==> src/rtl/display_scan_ctrl.sv <==
// Four-digit seven-segment scan controller: slot prescaler, per-frame input
// snapshot, dead-time blanking, leading-zero suppression and registered cathodes.
module display_scan_ctrl #(
  parameter int unsigned REFRESH_DIV  = 100000,
  parameter int unsigned BLANK_CYCLES = 1000
) (
  input  logic        clk,
  input  logic        reset_n,
  input  logic        enable,
  input  logic [15:0] digits,
  input  logic [3:0]  dp_in,
  input  logic        blank_lz,
  output logic [1:0]  refresh_count,
  output logic [6:0]  seg,
  output logic        dp,
  output logic        frame_tick
);

  localparam int unsigned CW = (REFRESH_DIV > 2) ? $clog2(REFRESH_DIV) : 1;
  localparam logic [CW-1:0] CNT_LAST  = CW'(REFRESH_DIV - 1);
  localparam logic [CW-1:0] CNT_BLANK = CW'(BLANK_CYCLES);
  localparam logic [6:0]    SEG_OFF   = 7'b1111111;

  logic [CW-1:0] cnt, cnt_nx;
  logic [1:0]    rc_nx;
  logic [15:0]   sh_digits, sh_digits_nx;
  logic [3:0]    sh_dp, sh_dp_nx;
  logic          sh_lz, sh_lz_nx;
  logic [6:0]    seg_nx;
  logic          dp_nx;
  logic          tick_nx;
  logic [3:0]    nib;
  logic          suppress;
  logic          frame_start;

  // Active-low {g..a} patterns for hex digits
  function automatic logic [6:0] decode(input logic [3:0] n);
    case (n)
      4'h0: decode = 7'b1000000;
      4'h1: decode = 7'b1111001;
      4'h2: decode = 7'b0100100;
      4'h3: decode = 7'b0110000;
      4'h4: decode = 7'b0011001;
      4'h5: decode = 7'b0010010;
      4'h6: decode = 7'b0000010;
      4'h7: decode = 7'b1111000;
      4'h8: decode = 7'b0000000;
      4'h9: decode = 7'b0010000;
      4'hA: decode = 7'b0001000;
      4'hB: decode = 7'b0000011;
      4'hC: decode = 7'b1000110;
      4'hD: decode = 7'b0100001;
      4'hE: decode = 7'b0000110;
      default: decode = 7'b0001110;
    endcase
  endfunction

  always_ff @(posedge clk) begin
    if (!reset_n) begin
      cnt           <= '0;
      refresh_count <= '0;
      sh_digits     <= '0;
      sh_dp         <= '0;
      sh_lz         <= 1'b0;
      seg           <= SEG_OFF;
      dp            <= 1'b1;
      frame_tick    <= 1'b0;
    end else begin
      cnt           <= cnt_nx;
      refresh_count <= rc_nx;
      sh_digits     <= sh_digits_nx;
      sh_dp         <= sh_dp_nx;
      sh_lz         <= sh_lz_nx;
      seg           <= seg_nx;
      dp            <= dp_nx;
      frame_tick    <= tick_nx;
    end
  end

  // Cathodes are derived from the next-state slot/shadow so they line up with refresh_count
  always_comb begin
    cnt_nx       = cnt;
    rc_nx        = refresh_count;
    sh_digits_nx = sh_digits;
    sh_dp_nx     = sh_dp;
    sh_lz_nx     = sh_lz;
    seg_nx       = SEG_OFF;
    dp_nx        = 1'b1;
    tick_nx      = 1'b0;
    nib          = 4'h0;
    suppress     = 1'b0;
    frame_start  = (cnt == '0) && (refresh_count == 2'd0);

    if (enable) begin
      if (frame_start) begin
        sh_digits_nx = digits;
        sh_dp_nx     = dp_in;
        sh_lz_nx     = blank_lz;
        tick_nx      = 1'b1;
      end
      if (cnt == CNT_LAST) begin
        cnt_nx = '0;
        rc_nx  = refresh_count + 2'd1;
      end else begin
        cnt_nx = cnt + CW'(1);
      end

      nib = sh_digits_nx[{rc_nx, 2'b00} +: 4];
      case (rc_nx)
        2'd3:    suppress = sh_lz_nx && (sh_digits_nx[15:12] == 4'h0);
        2'd2:    suppress = sh_lz_nx && (sh_digits_nx[15:8] == 8'h00);
        2'd1:    suppress = sh_lz_nx && (sh_digits_nx[15:4] == 12'h000);
        default: suppress = 1'b0;
      endcase

      if ((cnt_nx >= CNT_BLANK) && !suppress) begin
        seg_nx = decode(nib);
        dp_nx  = ~sh_dp_nx[rc_nx];
      end
    end
  end

endmodule

==> config.mk <==
export PLATFORM = sky130hd
export DESIGN_NAME = display_scan_ctrl
export DESIGN_NICKNAME = d
export VERILOG_FILES = /design/src/rtl/display_scan_ctrl.sv
export SDC_FILE = /design/constraint.sdc
export NUM_CORES = 1
export LEC_CHECK = 0
export CAP_MARGIN = 20
export CORE_AREA = 2 2 76 78
export CTS_BUF_LIST = sky130_fd_sc_hd__clkbuf_8
export DETAILED_ROUTE_END_ITERATION = 10
export DIE_AREA = 0 0 78 80
export PLACE_DENSITY = 0.95
export SLEW_MARGIN = 10
export SYNTH_ARGS = -nofsm -noshare
export SYNTH_HDL_FRONTEND = slang
export SYNTH_SLANG_ARGS = --single-unit
==> constraint.sdc <==
create_clock -name clk -period 5.9 [get_ports clk]
set_input_delay 0.885 -clock clk [delete_from_list [all_inputs] [get_ports clk]]
set_output_delay 0.885 -clock clk [all_outputs]
set_load 0.01 [all_outputs]
Word level (Yosys, flattened, before mapping)
Memories as Yosys holds them, arrays and structs flattened. A register that Yosys moved wholly into a read port is not among the register bits.
Cells that the tools add are included.
{"block": "word_totals", "ff_bits": 42, "elab_cells": 47, "inputBits": 24, "output_inout_bits": 11, "memories": 1, "rom_bits": 112}
{"block": "classes", "n_bitwise": 1, "magnitude_cmp": 2, "add_sub_neg": 2, "mux": 15, "shift": 1, "n_reduce_logical": 14, "n_eq_ne": 4}
{"name": "(name not given)", "depth": 16, "width": 7, "read_ports": 1, "rd_ports_with_merged_regs": 1, "wr": 0, "line_no": "38", "rtl": "case (n)"}
{"cell": "two-way mux 17 bit", "n": 2}
{"cell": "two-way mux 16 bit", "n": 2}
{"cell": "adder 17 x 1 -> 17 bit, second input constant", "n": 1}
{"cell": "equality test 17 bit, second input constant", "n": 1}
{"cell": ">= comparator 17 x 10 -> 1 bit, second input constant", "n": 1}
{"cell": "zero test 17 bit", "n": 1}
{"cell": "indexed part select 16 x 5 -> 4 bit", "n": 1}
{"cell": "zero test 12 bit", "n": 1}
{"cell": "zero test 8 bit", "n": 1}
{"cell": "two-way mux 4 bit", "n": 2}
{"cell": "logical AND 1 bit", "n": 5}
{"cell": "two-way mux 1 bit", "n": 5}
{"cell": "equality test 2 bit, second input constant", "n": 2}
{"cell": "zero test 4 bit", "n": 1}
{"cell": "two-way mux 2 bit", "n": 2}
{"cell": "less-than comparator 2 x 3 -> 1 bit, second input constant", "n": 1}
{"cell": "case mux 1 bit (3 select lines)", "n": 1}
{"cell": "AND reduction 3 bit", "n": 1}
{"cell": "adder 2 x 1 -> 2 bit, second input constant", "n": 1}
{"cell": "binary-select mux 1 bit (select 2 bit)", "n": 1}
{"cell": "equality test 2 x 1 -> 1 bit, second input constant", "n": 1}
{"cell": "zero test 1 bit", "n": 2}
{"cell": "zero test 2 bit", "n": 1}
{"cell": "AND reduction 2 bit", "n": 1}
{"cell": "inverter 1 bit", "n": 1}

Logic depth before layout (Yosys ltp)
{"block": "depth", "ltp_word": 12, "depth_mapped": 15, "depth_no_buf": 13}

Worst setup path after synthesis
Ideal clock, no wire load.
{"block": "synth_path", "path_type": "register to register", "start": "reg cnt[6]", "end": "reg seg[1]", "t_required_ps": 5778, "setup_time_ps": 122, "slack_ps": 2709, "arrival_time_ps": 3069, "path_buffers": 1, "period_less_slack_ps": 3191, "stages_incl_launch_ff": 11, "path_cell_list": "dfxtp_1 buf_6 or4_4 or2_4 nor4_4 a21oi_4 ha_1 or3_1 a31oi_1 o22ai_4 a221o_1"}
{"block": "synth_via", "elab_chain_cells": 12, "elab_cells_between_ends": 29, "cone_classes": "add/sub (1); order compare (1); eq/ne (4); shift (1); mux (10); reduce/logical (12)"}
{"item": "from (decl)", "line_no": "24", "rtl": "logic [CW-1:0] cnt, cnt_nx;"}
{"item": "from (signal assigned)", "line_no": "69", "rtl": "cnt <= cnt_nx;"}
{"item": "parallel branches: the longest is 12 deep, another holds adder 17 x 1 -> 17 bit"}
{"item": "to (decl)", "line_no": "14", "rtl": "output logic [6:0] seg,"}
Several ways; the timed one is not identified. The select of a mux whose other input is x is not followed.
A chain may end at the register's enable or synchronous reset.

Worst setup path after layout
{"block": "layout_path", "start": "reg cnt[0]", "end": "reg seg[2]"}
The elaborated chain is that of the path after synthesis.

==> results.cfg <==
[run_status]
status = finished clean

[sta]
rsz0062_at_grt = false
max_slew_margin_pct = 32.8
tightest_slew_ns = 1.00
skew_ns = 0.00506
finalSetupTns_ns = 0
max_freq_mhz = 276
finalWorstSetupSlack_ns = 2.28
final.period_utilization_pct = 61.3
period_needed_ns = 3.62
slew_violations = 0
hold_viol_final = 0
setup_viol = 0

[floorplan]
rows = 27
io_pins = 35
core_um2 = 5410
start_util_pct = 62.2
die_h_um = 80
die_area_um2 = 6240
die_x_um = 78

[cells_and_area]
nets = 460
area_growth_pct = 11.4
diodes = 0
drive_gt1_share_pct = 7.76
fillers = 432
register_area_um2 = 981
multi_input_area_um2 = 2180
fin_util_pct = 69.3

[detailed_routing]
vias = 3114
initialDrtViolationCount = 332
routed_via_density = 6.27
wl_per_cell_um = 15.7
drtPass1Iterations = 5
drc = 0
drt-total-wl_um = 7780
ant_nets = 0

[clock_tree]
clock_latency_ns = 0.31
ctsResizeCount = 0
post-cts-setup-buffers = 0
clock_sinks = 49
clockBufferDepth = 2
cts_tree = yes
cts_hold_buffers = 0
htreeDepth = 2
cts-root-buf = clkbuf_8
cts_buffers = 5
cts.clk_slew.worst_paths_ns = 0.09

[synthesis]
ys_top_cells_by_area = dfxtp_1 29%, nand2_1 7.9%, mux2i_1 6.6%, a21boi_0 5.8%, ha_1 4.5%
synth_ff_type = dfxtp_1
synth-edff-count = 0
yosysUniqueCellTypes = 74
synthMuxAreaShare_pct = 9.01
synth_seq_cells = 49
synth_compound_area_share_pct = 19.5
synth_top_cell_by_area = dfxtp_1
synth_xor_area_share_pct = 2.61
synth.top_cell.area_share_pct = 29.2
async_reset_ff_share_pct = 0
yosys.area_share.simple_pct = 29.4
synth-adder-area-share_pct = 4.47
seq_area_frac_synth_pct = 29.2
synth_fp_nets = 441
yosys_warnings = 0
synth.avg_cell_area_um2 = 8.30
netlist_area_um2 = 3360
synth_top_family_by_area = simple AND/OR/NAND/NOR gates
syn_inst = 405

[power_and_ir_drop]
power_frac_seq_pct = 48.7
p_leak_nw = 1.37
swShare_pct = 30.8
p_int_uw = 500
combPwrFrac_pct = 24.1
powerDensity_nw_per_um2 = 193
netSwitchingPower_uw = 222
clockPowerShare_pct = 27.2
vdd_ir_drop_max_mv = 0.123

[place]
io_buffers = 34
pre_cts_ws_ns = 2.35
gp_congestion = 0.958
place_hpwl_um = 5710

[run]
maxCapViolCount = 0

[min_path]
worstHoldPathType = reg2reg

[setup_path]
worstSetupPathType = reg2reg
crit_path_start_kind = register
r2r_setup_slack_ns = 2.28
crit_path_end_kind = register
required_ns = 6.07
critPathMaxFanout = 11
cp.arrival_ns = 3.79

[global_routing]
grt_max_degree = 43
antenna_found_initial = 0
gr-total-overflow = 0
first_global_vias = 2953
grt_usage_pct = 26.4
grt_pass1_wl_um = 13400
-- layer usage --
layer	vias up	GRT usage (%)	routed length, µm
met5	-	0	0
met3	35	5.77	510
met2	154	43.4	3680
li1	1499	-	-
met4	0	13.3	304
met1	1426	32.7	3280
-- kinds of logic (layout without fill, tap and decap cells) --
family | Yosys count | in the layout
xor+xnor | 10 | 10
buf+inv | 37 | 57
compound gates | 90 | 90
fa+ha+maj | 12 | 12
simple gates | 179 | 179
flops | 49 | 49
mux | 28 | 28
-- state kept, by name (all words and copies together) (netlist names) --
register / flops
sh_lz: 1
frame_tick: 1
cnt: 17
refresh_count: 2
dp: 1
sh_dp: 4
sh_digits: 16
seg: 7
-- final cells by class --
class | count | share of cell area (%)
Timing Repair Buffer | 36 | 9.49
Clock inverter | 3 | 0.401
Multi-Input combinational cell | 319 | 58.3
Tap cell | 72 | 2.41
Sequential cell | 49 | 26.2
Inverter | 13 | 1.37
Clock buffer | 5 | 1.84
-- worst paths after layout --
check	start	to	cells past startpoint
max reg2reg	cnt[0]$_SDFFE_PN0P_	seg[2]$_SDFF_PN1_	12
max	cnt[0]$_SDFFE_PN0P_	seg[2]$_SDFF_PN1_	12
min	sh_digits[1]$_SDFFE_PN0P_	sh_digits[1]$_SDFFE_PN0P_	2
min reg2reg	sh_digits[1]$_SDFFE_PN0P_	sh_digits[1]$_SDFFE_PN0P_	2
-- placed cells by master, fill, tap and decap left out, types with 4 or more instances in the layout --
cell,count
and3_1,4
clkbuf_8,5
mux2i_1,22
and2_1,9
a21boi_0,26
inv_1,14
ha_1,12
dfxtp_1,49
nor2b_1,5
o21ai_0,15
a21oi_1,13
nor2_1,14
nor4_1,9
nand2_1,71
nand3b_1,5
nand4_1,6
clkdlybuf4s50_1,34
nor3_1,7
xnor2_1,9
nand3_1,19
-- per-stage QoR --
| stage | instance area [µm²] | hold slack, ns | power, mW | instances |
|---|---|---|---|---|
| after global placement | 3660 | 0.449 | 0.523 | 489 |
| final | 3740 | 0.466 | 0.722 | 497 |
| after floorplan | 3360 | 0.440 | 0.490 | 405 |
| after CTS | 3740 | 0.468 | 0.721 | 497 |
| after detailed placement | 3660 | 0.455 | 0.530 | 489 |
| after global routing | 3740 | 0.497 | 0.754 | 497 |
-- power groups by stage --
stage / Clock (mW) / Combinational, mW / Sequential [mW]
2_1_floorplan: 0 / 0.134 / 0.357
3_3_place_gp: 0 / 0.165 / 0.358
3_5_place_dp: 0 / 0.171 / 0.359
4_1_cts: 0.197 / 0.173 / 0.351
5_1_grt: 0.209 / 0.192 / 0.353
6_report: 0.196 / 0.174 / 0.351
-- Yosys cell counts (all sizes together) (9+ instances only) --
| library cell | n |
|---|---|
| dfxtp | 49 |
| nor4 | 10 |
| o21ai | 16 |
| nand3 | 20 |
| nor3 | 9 |
| a21boi | 26 |
| and2 | 10 |
| xnor2 | 9 |
| inv | 13 |
| a21oi | 14 |
| nand2 | 71 |
| ha | 12 |
| mux2i | 23 |
| nor2 | 17 |
| clkbuf | 17 |
-- worst max-delay path, stage by stage, from the launching register on --
cell and delay [ns]:
dfxtp_1 0.47, ha_1 0.40, nand3_1 0.25, nor3_2 0.29
a21oi_1 0.20, nor2_4 0.34, inv_1 0.14, ha_1 0.33
or3_1 0.35, a31oi_1 0.26, o22ai_4 0.14, inv_1 0.17
o221ai_1 0.15
Power figures use the tool's default switching activity.
